$ cat src/rtl/rom_arbiter.sv
// Two-port (instruction fetch / data load) arbiter in front of a one-cycle synchronous ROM.
// Define ROM_ARB_RR_EN for round-robin tie-breaking; otherwise the D port wins ties.
module rom_arbiter #(
    parameter int DATA_WIDTH = 32,
    parameter int ADDR_WIDTH = 10
) (
    input  logic                  clk,
    input  logic                  rst,
    input  logic                  i_req,
    input  logic [ADDR_WIDTH-1:0] i_addr,
    output logic                  i_gnt,
    output logic                  i_rvalid,
    output logic [DATA_WIDTH-1:0] i_rdata,
    input  logic                  d_req,
    input  logic [ADDR_WIDTH-1:0] d_addr,
    output logic                  d_gnt,
    output logic                  d_rvalid,
    output logic [DATA_WIDTH-1:0] d_rdata,
    output logic [ADDR_WIDTH-1:0] rom_addr,
    input  logic [DATA_WIDTH-1:0] rom_rdata,
    input  logic                  rom_rdata_valid
);

    typedef enum logic {PORT_I = 1'b0, PORT_D = 1'b1} port_t;

    logic                  pending;
    port_t                 pend_port;
    port_t                 rr_last;
    logic [ADDR_WIDTH-1:0] pend_addr;
    logic [DATA_WIDTH-1:0] hold_i;
    logic [DATA_WIDTH-1:0] hold_d;

    logic can_grant;
    logic tie;
    logic pick_d;
    logic resp;

    always_comb begin
        can_grant = !pending || rom_rdata_valid;
        tie       = i_req && d_req;
`ifdef ROM_ARB_RR_EN
        pick_d    = (rr_last == PORT_I);
`else
        // rr_last keeps tracking the last grant but fixed priority ignores it.
        pick_d    = (rr_last == PORT_I) || 1'b1;
`endif
        i_gnt     = !rst && can_grant && i_req && !(tie && pick_d);
        d_gnt     = !rst && can_grant && d_req && !(tie && !pick_d);

        // A stalled or idle ROM keeps seeing the last issued address.
        if (i_gnt)
            rom_addr = i_addr;
        else if (d_gnt)
            rom_addr = d_addr;
        else
            rom_addr = pend_addr;

        resp      = !rst && pending && rom_rdata_valid;
        i_rvalid  = resp && (pend_port == PORT_I);
        d_rvalid  = resp && (pend_port == PORT_D);
        i_rdata   = i_rvalid ? rom_rdata : hold_i;
        d_rdata   = d_rvalid ? rom_rdata : hold_d;
    end

    always_ff @(posedge clk) begin
        if (rst) begin
            pending   <= 1'b0;
            pend_port <= PORT_I;
            rr_last   <= PORT_D;
            pend_addr <= '0;
            hold_i    <= '0;
            hold_d    <= '0;
        end else begin
            if (i_rvalid)
                hold_i <= rom_rdata;
            if (d_rvalid)
                hold_d <= rom_rdata;

            if (i_gnt || d_gnt) begin
                pending   <= 1'b1;
                pend_port <= d_gnt ? PORT_D : PORT_I;
                rr_last   <= d_gnt ? PORT_D : PORT_I;
                pend_addr <= rom_addr;
            end else if (rom_rdata_valid) begin
                pending   <= 1'b0;
            end
        end
    end

endmodule

$ cat config.mk
export PLATFORM = sky130hd
export DESIGN_NAME = rom_arbiter
export DESIGN_NICKNAME = d
export VERILOG_FILES = /design/src/rtl/rom_arbiter.sv
export SDC_FILE = /design/constraint.sdc
export NUM_CORES = 1
export LEC_CHECK = 0
export CORE_MARGIN = 8
export CORE_UTILIZATION = 46
export DETAILED_ROUTE_END_ITERATION = 12
export PLACE_DENSITY_LB_ADDON = 0.15
export REMOVE_ABC_BUFFERS = 1
export SYNTH_ARGS = -nofsm -noshare
export SYNTH_HDL_FRONTEND = slang
export SYNTH_SLANG_ARGS = --single-unit
export TNS_END_PERCENT = 50
$ cat constraint.sdc
create_clock -name clk -period 2.6 [get_ports clk]
set_clock_uncertainty 0.2 [all_clocks]
set_input_delay 0.26 -clock clk [delete_from_list [all_inputs] [get_ports clk]]
set_output_delay 0.26 -clock clk [all_outputs]
set_load 0.02 [all_outputs]
[Word-level counts from Yosys, hierarchy flattened]
Cells that the tools add are included.
Cells by class
  $add $sub $neg: 0
  $mul: 0
  div/mod/pow operators: 0
  $lt $le $gt $ge: 0
  equal/unequal tests: 0
  shift-type cells: 0
  multiplexer cells: 7
  bitwise operators: 1
  reduce and logical (&&, ||, !) cells: 15
Operators with widths (number)
  2-to-1 mux 32 bit: 2
  2-to-1 mux 10 bit: 2
  logical AND 1 bit: 9
  zero test 1 bit: 3
  2-to-1 mux 1 bit: 3
  logical OR 1 bit: 2
  nonzero test 2 bit: 1
  inverter 1 bit: 1
Word-level totals
  bits in registers: 76
  bits in latches: 0
  bits in writable memories: 0
  memory bits (read-only): 0
  output and inout bits: 78
  memories kept: 0

[Depth between registers and ports, before layout]
  depth in word-level cells: 7
  mapped depth: 5

[Worst setup path before layout]
OpenSTA, ideal clock, no wires.
  path type: reg-to-output
  from: reg pending
  to: out i_gnt
  data arrival time: 1.442 ns
  required time: 2.140 ns
  setup slack: 0.698 ns
  stages on the path, launching flop included: 4
  buffers on the path: 1
  cell sequence: dfxtp_1 nor2b_1 clkbuf_1 nor4b_1
On the way
  longest elaborated chain between the ends: 5
Ends and longest elaborated chain
  start, declared: line 26  | logic pending;
  start signal, assigned: line 67  | pending <= 1'b0;
  start signal, assigned: line 80  | pending <= 1'b1;
  start signal, assigned: line 85  | pending <= 1'b0;
  zero test 1 bit: line 39  | can_grant = !pending || rom_rdata_valid;
  logical OR 1 bit: line 39
  logical AND 1 bit (3 in a row): line 47  | i_gnt = !rst && can_grant && i_req && !(tie && pick_d);
  end, declared: line 11  | output logic i_gnt,
No other way between the ends.

[Worst setup path in the final report]
  from: in rom_rdata_valid
  to: out i_rdata[7]
On the way
  longest elaborated chain between the ends: 3
Ends and longest elaborated chain
  start, declared: line 21  | input logic rom_rdata_valid
  logical AND 1 bit: line 58  | resp = !rst && pending && rom_rdata_valid;
  logical AND 1 bit: line 59  | i_rvalid = resp && (pend_port == PORT_I);
  2-to-1 mux 32 bit
  end, declared: line 13  | output logic [DATA_WIDTH-1:0] i_rdata,
No other way between the ends.

==> impl_metrics.yaml <==
synth:
  yosys_warnings: 0
  yosysUniqueCellTypes: 24
  synth_top_area_share: 0.461
  synth_top_area_cell: "dfxtp_1"
  ys_seq_elements: 76
  avgSynthCellArea_um2: 11.0
  syn_area_um2: 3300
  syn_inst: 300
  ys_seq_area_frac: 0.461
  synth.area.top_cells: "dfxtp_1 (46%), mux2_4 (13%), and2_1 (12%), mux2_2 (9.6%), nand3_1 (3.0%)"
critical_path:
  crit_fanout: 17
  crit_type: "in2out"
  timing.rr.end: "hold_i[28]"
  reg2reg_setup_slack_ns: 0.79
  r2r_cells: 5
  required_ns: 2.14
  worstSetupEndpoint: "i_rdata[7]"
  startpoint: "rom_rdata_valid"
  reg2reg_from: "pending"
  end_kind: "output pin"
  arrival_ns: 2.02
  start_kind: "primary input"
route:
  viasPerCell: 4.83
  drc: 0
  wl_per_cell_um: 15.1
  ant_nets: 0
  vias: 2696
  drt_pass1_iterations: 4
  drt-total-wl_mm: 8.45
  drt_iter0_drc: 49
layout:
  fin_cells: 558
  final_common_cell: "dfxtp_1"
  n_antenna_cell: 0
  synthToLayoutAreaGrowth_pct: 53.7
  multi_input_area_um2: 1670
  layout_common_cells: "dfxtp_1 (76), dlygate4sd2_1 (74), and2_1 (65)"
  drive_above_1_share: 0.235
  seq_area_um2: 1520
  fillers: 568
  final_area_um2: 5070
  final_util: 0.714
  nNetsFinal: 511
global_route:
  grt_pass1_wl_mm: 13.5
  overflow: 0
  track_usage: 0.167
  grt_pass1_vias: 2768
  antenna_found_initial: 0
  grt_max_degree: 41
sta:
  final.min_clock_period_ns: 2.48
  fin_hold_ws_ns: 0.159
  clock.fmax_mhz: 403
  hold_viol_final: 0
  setup_viol: 0
  rsz0062_at_grt: "false"
  max_slew.worst_pin.slew_ns: 0.645
  worst_slack_ns: 0.118
  finalMaxSlewViolations: 0
  finalCritPeriodShare: 0.954
  slew_headroom: 0.569
  tns_ns: 0
die:
  dieWidth_um: 101
  die-area_um2: 10100
  ioPinCount: 135
  initial_utilization: 0.465
  core_um2: 7100
  floorplan.rows: 31
  fp.dieH_um: 101
clocking:
  cts_tree: "built"
  htree_levels: 3
  cts_buffer_depth: 2
  cts_made_buffers: 9
  clock_latency_ns: 0.34
  clk_pin_slew_ns: 0.07
  clock-root-buffer: "clkbuf_8"
  clock_sinks: 76
pwr:
  p_leak_nw: 2.50
  ir_drop_uv: 271
  p_total_mw: 2.52
  power_density_nw_per_um2: 498
placed_design:
  dpl_worst_slack_ns: -0.178
  placed_area_um2: 4950
  place.gp.congestion: 0.772
  io_buffers: 134
  hpwlAfterDp_mm: 6.32
  place_inst: 541
job:
  cap_violations: 0
min_path:
  whs_path_depth: 3
  hp-class: "in2reg"
outcome:
  status: "completed"
[layer usage]
metal  up-vias  GRT usage  wire length (µm)
met1      1245      0.191              3700
met5         -          0                 0
met3        11     0.0746               708
li1       1345          -                 -
met2        95      0.268              3940
met4         0     0.0581               102
[flip-flops by register name, summed over array words and instances, names as in the netlist]
name and flops:
pend_addr 10, pend_port 1, hold_i 32, pending 1
hold_d 32
[cell usage after synthesis]
| library cell | n |
|---|---|
| a21oi_1 | 1 |
| a22oi_1 | 1 |
| a31oi_1 | 10 |
| and2_1 | 65 |
| and2b_1 | 1 |
| and4bb_1 | 1 |
| buf_2 | 3 |
| buf_6 | 4 |
| clkbuf_1 | 15 |
| dfxtp_1 | 76 |
| inv_1 | 2 |
| mux2_1 | 7 |
| mux2_2 | 28 |
| mux2_4 | 29 |
| nand2_1 | 10 |
| nand2b_1 | 1 |
| nand3_1 | 20 |
| nand4b_4 | 1 |
| nor2_1 | 2 |
| nor2b_1 | 1 |
| nor4b_1 | 1 |
| o21ai_0 | 10 |
| o21bai_1 | 1 |
| or4_1 | 10 |
[cell families (layout without fill, tap and decap cells)]
| family | Yosys count | in the layout | share of synthesized area |
|---|---|---|---|
| AOI/OAI and AO/OA | 23 | 23 | 0.0402 |
| buffers and inverters | 24 | 183 | 0.0375 |
| DFF | 76 | 76 | 0.461 |
| muxes | 64 | 64 | 0.251 |
| and+or+nand+nor | 113 | 113 | 0.210 |
[worst max-delay path: stages]
cell             delay (ns)
clkdlybuf4s50_1        0.51
and4bb_2               0.29
buf_4                  0.13
buf_12                 0.17
mux2_4                 0.32
dlygate4sd2_1          0.33
[power breakdown]
| part | internal (mW) | switching [mW] |
|---|---|---|
| Clock | 0.444 | 0.435 |
| Combinational | 0.236 | 0.202 |
| Sequential | 1.20 | 0.0107 |
[worst min-delay path by stage]
stage                     slack, ns            to    startpoint
after floorplan                0.13       pending           rst
after global placement         0.29  pend_addr[8]  pend_addr[8]
after detailed placement       0.30  pend_addr[3]  pend_addr[3]
after CTS                      0.31  pend_addr[3]  pend_addr[3]
after global routing           0.15       pending           rst
final                          0.16       pending           rst
[area by class of cell]
cell class | count | area share
clock inverter | 6 | 0.0126
multi-input combinational | 200 | 0.328
tap | 99 | 0.0244
timing repair buffer | 165 | 0.308
sequential | 76 | 0.300
clock buffer | 10 | 0.0252
inverter | 2 | 0.00148
[repair_timing]
item | 4_1_cts | 5_1_grt
resized for setup | 77 | 2
pin swaps | 1 | 1
hold endpoints to repair | 0 | 0
endpoints found under the setup margin | 76 | 19
buffers inserted | 1 | 0
hold buffers | 0 | 0
Power figures use the tool's default switching activity.
